**src/rtl/vec_wb_arbiter.sv**
```systemverilog
// Write-back arbiter for the single write port of vector_reg_file.
// MEM normally wins; a saturating wait counter forces an ALU grant after starveLimit lost cycles.
module vec_wb_arbiter #(
  parameter int unsigned regSize     = 8,
  parameter int unsigned regQuantity = 4,
  parameter int unsigned selBits     = 2,
  parameter int unsigned vecSize     = 4,
  parameter int unsigned starveLimit = 3,
  parameter int unsigned cntBits     = 2
) (
  input  logic                            clk,
  input  logic                            reset,
  input  logic                            wbStall,
  input  logic                            aluValid,
  input  logic [selBits-1:0]              aluReg,
  input  logic [vecSize-1:0][regSize-1:0] aluData,
  output logic                            aluReady,
  input  logic                            memValid,
  input  logic [selBits-1:0]              memReg,
  input  logic [vecSize-1:0][regSize-1:0] memData,
  output logic                            memReady,
  output logic                            regWrEn,
  output logic [selBits-1:0]              regToWrite,
  output logic [vecSize-1:0][regSize-1:0] regWriteData
);

  // Reject configurations the counter or the select field cannot represent.
  if (starveLimit < 1 || starveLimit > (1 << cntBits) - 1) begin : g_bad_starve
    $error("vec_wb_arbiter: starveLimit must be in 1..2**cntBits-1");
  end
  if (regQuantity > (1 << selBits)) begin : g_bad_sel
    $error("vec_wb_arbiter: selBits too narrow for regQuantity");
  end

  localparam logic [cntBits-1:0] StarveMax = cntBits'(starveLimit);

  logic                            alu_gnt;
  logic                            mem_gnt;
  logic [cntBits-1:0]              wait_cnt_q;
  logic [cntBits-1:0]              wait_cnt_d;
  logic                            wr_en_q;
  logic [selBits-1:0]              wr_reg_q;
  logic [vecSize-1:0][regSize-1:0] wr_data_q;

  always_comb begin
    alu_gnt = 1'b0;
    mem_gnt = 1'b0;
    if (!reset && !wbStall) begin
      if (aluValid && (wait_cnt_q == StarveMax)) begin
        alu_gnt = 1'b1;
      end else if (memValid) begin
        mem_gnt = 1'b1;
      end else if (aluValid) begin
        alu_gnt = 1'b1;
      end
    end
  end

  assign aluReady = alu_gnt;
  assign memReady = mem_gnt;

  // A stall freezes the counter even if the ALU drops its request.
  always_comb begin
    wait_cnt_d = wait_cnt_q;
    if (!wbStall) begin
      if (!aluValid || alu_gnt) begin
        wait_cnt_d = '0;
      end else if (mem_gnt && (wait_cnt_q != StarveMax)) begin
        wait_cnt_d = wait_cnt_q + cntBits'(1);
      end
    end
  end

  always_ff @(posedge clk) begin
    if (reset) begin
      wr_en_q    <= 1'b0;
      wr_reg_q   <= '0;
      wr_data_q  <= '0;
      wait_cnt_q <= '0;
    end else begin
      wr_en_q    <= alu_gnt | mem_gnt;
      wait_cnt_q <= wait_cnt_d;
      if (alu_gnt) begin
        wr_reg_q  <= aluReg;
        wr_data_q <= aluData;
      end else if (mem_gnt) begin
        wr_reg_q  <= memReg;
        wr_data_q <= memData;
      end
    end
  end

  assign regWrEn      = wr_en_q;
  assign regToWrite   = wr_reg_q;
  assign regWriteData = wr_data_q;

endmodule

```
**config.mk**
```make
export PLATFORM = sky130hd
export DESIGN_NAME = vec_wb_arbiter
export DESIGN_NICKNAME = d
export VERILOG_FILES = /design/src/rtl/vec_wb_arbiter.sv
export SDC_FILE = /design/constraint.sdc
export NUM_CORES = 1
export LEC_CHECK = 0
export CAP_MARGIN = 20
export CORE_ASPECT_RATIO = 1.75
export CORE_MARGIN = 2
export CORE_UTILIZATION = 35
export CTS_CLUSTER_DIAMETER = 150
export DETAILED_ROUTE_END_ITERATION = 16
export GPL_ROUTABILITY_DRIVEN = 0
export HOLD_SLACK_MARGIN = 0.02
export PLACE_DENSITY_LB_ADDON = 0.12
export REMOVE_ABC_BUFFERS = 1
export SYNTH_ARGS = -nofsm -noshare
export SYNTH_HDL_FRONTEND = slang
export SYNTH_SLANG_ARGS = --single-unit
```
**constraint.sdc**
```tcl
create_clock -name clk -period 1.8 [get_ports clk]
set_clock_uncertainty 0.1 [all_clocks]
set_input_delay 0.27 -clock clk [delete_from_list [all_inputs] [get_ports clk]]
set_output_delay 0.27 -clock clk [all_outputs]
set_load 0.05 [all_outputs]
```
==> results.cfg <==
[critical_path]
path_max_fanout = 2
cp-start-kind = primary input
required_ps = 1430
cp_data_arrival_time_ps = 1390
crit_type = in -> out
crit-reg2reg-launch = wait_cnt_q[0]$_SDFFE_PP0P_
rr_endpoint = regWriteData[13]$_SDFFE_PP0P_
regToRegSetupSlack_ps = 190
worstSetupEndpointType = primary output
reg2reg_depth = 5

[routing]
vias = 2263
viasPerCell = 5.79
ant_nets = 0
routed_wl_um = 6540
drt_iter0_markers = 129
wire_per_inst_um = 16.7
drc = 0
dr.pass1.iters = 4

[timing]
period_needed_ps = 1760
fmax_mhz = 567
hold_viol_final = 0
setup_viol = 0
period_share = 0.979
rsz0062_at_grt = yes
slew_viol_final = 0
slew_headroom = 0.822
worstMarginPinSlew_ps = 267
worst_slack_ps = 37.5

[global_routing]
antenna_found_initial = 0
grt_use_total = 0.216
grt_overflow = 0
grt_pass1_wl_um = 10200
grt_pass1_vias = 2143
grt_start_max_net_pins = 31

[pwr]
ir_drop_mv = 0.455
cellLeakagePower_nw = 1.15
pwr_density_cell_nw_per_um2 = 738

[final_layout]
final_nets = 409
diodes = 0
area_growth_pct = 67.9
final_util = 0.602
drive_gt1_frac = 0.238
finalNonFillerCells = 391

[min_path]
min_from = wait_cnt_q[1]$_SDFFE_PP0P_
hold_path_class = reg -> reg
hold_end = wait_cnt_q[1]$_SDFFE_PP0P_
min_path_cells = 2

[logic_synthesis]
synth_edf_count = 0
ys_async_sr_fraction = 0
syn_inst = 222
ys_types = 26
syn_avg_cell_area_sq_um = 8.41
yosysTopAreaCellShare = 0.397
synthTopCellsByCount = dfxtp_1 (37), a21oi_1 (35), nand3_1 (35)
yosysWarnings = 0
synthTopCellsByArea = dfxtp_1 (40%), a311oi_1 (15%), a21oi_1 (9.4%), nand3_1 (9.4%), o21ai_0 (6.7%)
synth-main-ff-cell = dfxtp_1
yosysTopAreaCell = dfxtp_1
synth_area_sq_um = 1870
ys_ff_latch = 37
synthMostInstantiatedCell = dfxtp_1
synth_seq_area_share = 0.397

[clocking]
numCtsBuffers = 5
cts-root-buf = clkbuf_8
tritoncts = yes
clockBufferDepth = 2
clk_latency_ps = 290
cts.sinks = 37
cts_max_level = 2
clk_pin_slew_ps = 80
ctsHoldBuffers = 0

[place]
dp_hpwl_um = 4580
pre_cts_slack_ps = -178
port_buffers = 109
dp_cells = 382

[run]
cap_violations = 0

[floorplan]
core_area_sq_um = 5210
dieArea_sq_um = 5960
initial_core_util = 0.358
die_y_um = 101
num_rows = 35
ios = 110
fp.dieW_um = 59.2

[outcome]
status = completed
==> layout by cell type (no fill, tap or decap), types with 2 or more instances in the layout <==
master and n:
buf_4 61, o21ai_0 25, clkdlybuf4s50_1 71, clkbuf_8 5, nor2_4 2, nand3_1 35
nand2_1 3, o21ai_1 8, a311oi_1 33, buf_12 4, dfxtp_1 37, a21oi_1 35
==> report_power, final <==
part           switching [mW]  total [mW]  leakage, nW  internal, mW
clock network           0.313       0.728       0.0543         0.415
registers              0.0286       0.898        0.304         0.870
logic                   0.377       0.687        0.794         0.310
==> layout make-up <==
cell class	count	area, sq um
clock buffer	5	68.8
multi-input combinational	154	955
timing repair buffer	137	1260
clock inverter	3	46.3
fill	475	2070
sequential	37	741
tap	55	68.8
==> cells by family (layout without fill, tap and decap cells) <==
logic type               Yosys count  in the layout  synth area share
flip-flops                        37             37             0.397
adder cells (fa/ha/maj)            1              1           0.00670
buffers and inverters             31            145             0.104
AND/OR/NAND/NOR                   50             50             0.147
AO/OA/AOI/OAI                    103            103             0.346
==> stage by stage <==
step	cell area [sq um]	setup TNS (ps)	total power [mW]	hold WS (ps)
floorplan	1670	-13670	1.24	239
global placement	3000	-3940	1.60	341
detailed placement	3000	-4740	1.60	351
CTS	3140	0	2.33	362
global route	3140	-1.04	2.41	379
finish	3140	0	2.31	361
==> state kept, by name (all words and copies together) (netlist names) <==
| register | flops |
|---|---|
| regWrEn | 1 |
| regToWrite | 2 |
| regWriteData | 32 |
| wait_cnt_q | 2 |
==> worst max path at each step <==
stage                                          start                       endpoint  slack (ps)  cells past startpoint
after global routing                        aluValid                       memReady          -1                      6
after CTS                                   aluValid                       aluReady           8                      4
after global placement                         reset  regWriteData[11]$_SDFFE_PP0P_        -140                      6
final                                       aluValid                       aluReady          40                      4
after detailed placement                       reset  regWriteData[20]$_SDFFE_PP0P_        -180                      6
after floorplan           wait_cnt_q[0]$_SDFFE_PP0P_                       aluReady        -610                      3
==> critical path, cell delays in order <==
cell             delay [ps]
clkdlybuf4s50_1         470
or3b_4                  400
nor2_4                  110
buf_12                  140
==> what timing repair did <==
| item | 4_1_cts | 5_1_grt |
|---|---|---|
| resized for setup | 6 | 0 |
| pin swaps | 2 | 1 |
| setup endpoints to repair | 2 | 3 |
| setup buffers | 1 | 0 |
==> routing by layer <==
layer / share of wire / up-vias / track usage
li1: - / 1081 / -
met1: 0.39 / 1063 / 0.266
met2: 0.54 / 112 / 0.380
met3: 0.065 / 7 / 0.0334
met4: 0.010 / 0 / 0.0577
met5: 0 / - / 0
(Power assumes the default switching activity.)
==> variant, RTL diff (same settings) <==
Set the parameter `regSize` to 4 (it was 8).
--- a/src/rtl/vec_wb_arbiter.sv
+++ b/src/rtl/vec_wb_arbiter.sv
@@ -3,3 +3,3 @@
 module vec_wb_arbiter #(
-  parameter int unsigned regSize     = 8,
+  parameter int unsigned regSize     = 4,
   parameter int unsigned regQuantity = 4,
Ports: changed (resized aluData, memData and regWriteData); port bits go from 110 to 62. No check against the original RTL was run, so the function may have changed too.
==> variant against the original RTL <==
Register-to-register slack better by 80 ps. Worst setup slack worse by 2.0 ps. Cell area fell by 39%. Sequential cell count is 16 lower. Wire length shrank 46%. Sequential power fell by 43%. Sequential share of layout area decreased by 1.6 points. Power shrank 47%. Synthesized area decreased by 40%. Combinational power is 40% lower. Die area fell by 38%. Largest cell class unchanged.
==> variant: results (changes against the original RTL) <==
Outcome
  • Status: finished, final reports clean (unchanged)

Cells and area
  • Clock buffers: 3 (was 5)
  • Non-clock buffer area fraction after layout: 39.7% (was 40.1%)
  • Max FFs per register: 16 (was 32)
  • Comb_multi_in: 90 (was 154)
  • Ant. Diodes: 0 (unchanged)
  • Non-Filler Instances: 238 (was 391)
  • Buffers, non-clock: 80 (was 137)
  • Layout cells sized above 1: 30.3% (was 23.8%)
  • Multi-input combinational area share: 33.0% (was 30.4%)
  • Seq area share: 22.0% (was 23.6%)
  • Fill cell count: 299 (was 475)
  • Clk cell area share: 2.42% (was 3.67%)
  • Inverters: 0 (unchanged)

Yosys
  • Synth cell types: 26 (unchanged)
  • Mapped Cells: 126 (was 222)
  • Sequential element share of the synthesized area: 37.4% (was 39.7%)
  • Main synth FF type: dfxtp_1 (unchanged)
  • Synthesized area per cell: 8.93 sq um (was 8.41 sq um)
  • Top cells by instance count after synthesis: 21 x dfxtp_1, 19 x a21oi_1, 19 x nand3_1, 9 x a311oi_2, 9 x o21ai_1 (was 37 x dfxtp_1, 35 x a21oi_1, 35 x nand3_1, 33 x a311oi_1, 25 x o21ai_0)
  • Top cells by area, synth: dfxtp_1 37%, a311oi_2 12%, a21oi_1 8.5% (was dfxtp_1 40%, a311oi_1 15%, a21oi_1 9.4%)
  • Warnings from Yosys: 0 (unchanged)
  • Ys async rst share: 0% (unchanged)

Clocking
  • Root buf cell: clkbuf_8 (unchanged)
  • Reg clk slew, reported paths: 80 ps (about the same)
  • Postcts setup bufs: 0 (was 1)
  • Clock tree buffer depth: 2 (unchanged)
  • Clock latency on the worst-skew pair: 260 ps (was 290 ps)
  • Cts repair resizes: 6 (unchanged)
  • CTS sink count: 21 (was 37)
  • Htree depth: 1 (was 2)

Place
  • DP HPWL: 2.72 mm (was 4.58 mm)
  • Pre-CTS setup slack: -151 ps (was -178 ps)
  • Dpl cell area: 0.00184 sq mm (was 0.00300 sq mm)
  • DP Cell Count: 234 (was 382)
  • IO buf count: 61 (was 109)

Drt
  • DR vias/cell: 5.36 (was 5.79)
  • DR iter-0 viols: 28 (was 129)
  • Final wirelength: 3.57 mm (was 6.54 mm)
  • DR pass1 iterations: 4 (unchanged)

Hold path
  • HP Class: in -> reg (was reg -> reg)

Power
  • Pleak: 0.000709 uW (was 0.00115 uW)
  • Combinational share of power: 33.4% (was 29.7%)
  • VDD IR-drop max: 0.466 mV (was 0.455 mV)
  • Pwr/cell area: 645 mW/mm^2 (was 738 mW/mm^2)
  • Logic power comb: 412 uW (was 687 uW)
  • Reg power frac: 41.2% (was 38.8%)
  • Sw Pwr: 394 uW (was 719 uW)

STA
  • Final setup vio count: 0 (unchanged)
  • Tightest Pin Transition: 490 ps (was 267 ps)

Global route
  • First-pass GRT wire length: 5.80 mm (was 10.2 mm)
  • Global-route usage over all layers: 20.5% (was 21.6%)
  • Largest net degree at the start of global routing: 19 (was 31)
  • Number of global-route vias before repair: 1,272 (was 2,143)
[variant: path summary, 6_finish.rpt]
check | start | endpoint | slack [ps] | cells after the start
max reg2reg | wait_cnt_q[0] | regWriteData[0] | 270 | 6
min | aluValid | wait_cnt_q[0] | 340 | 4
min reg2reg | wait_cnt_q[1] | wait_cnt_q[1] | 360 | 2
max | wbStall | aluReady | 40 | 4
[variant: cells by family after synthesis]
| logic type | share of synthesized area (%) |
|---|---|
| AO/OA/AOI/OAI | 35.7 |
| AND/OR/NAND/NOR | 17.2 |
| adder cells (fa/ha/maj) | 1.11 |
| buffers and inverters | 8.57 |
| flip-flops | 37.4 |
[variant: per-layer routing]
layer  vias to the layer above  part of all wire, %  GRT usage, %
li1                        621                    -             -
met1                       594                   39          25.0
met2                        52                   54          35.5
met3                         8                  5.4          2.27
met4                         0                  1.5          6.67
met5                         -                    0             0
[variant: critical path, cell delays in order]
cell and delay [ps]:
clkdlybuf4s50_1 420, or3b_4 430, nor2_4 140, buf_12 140
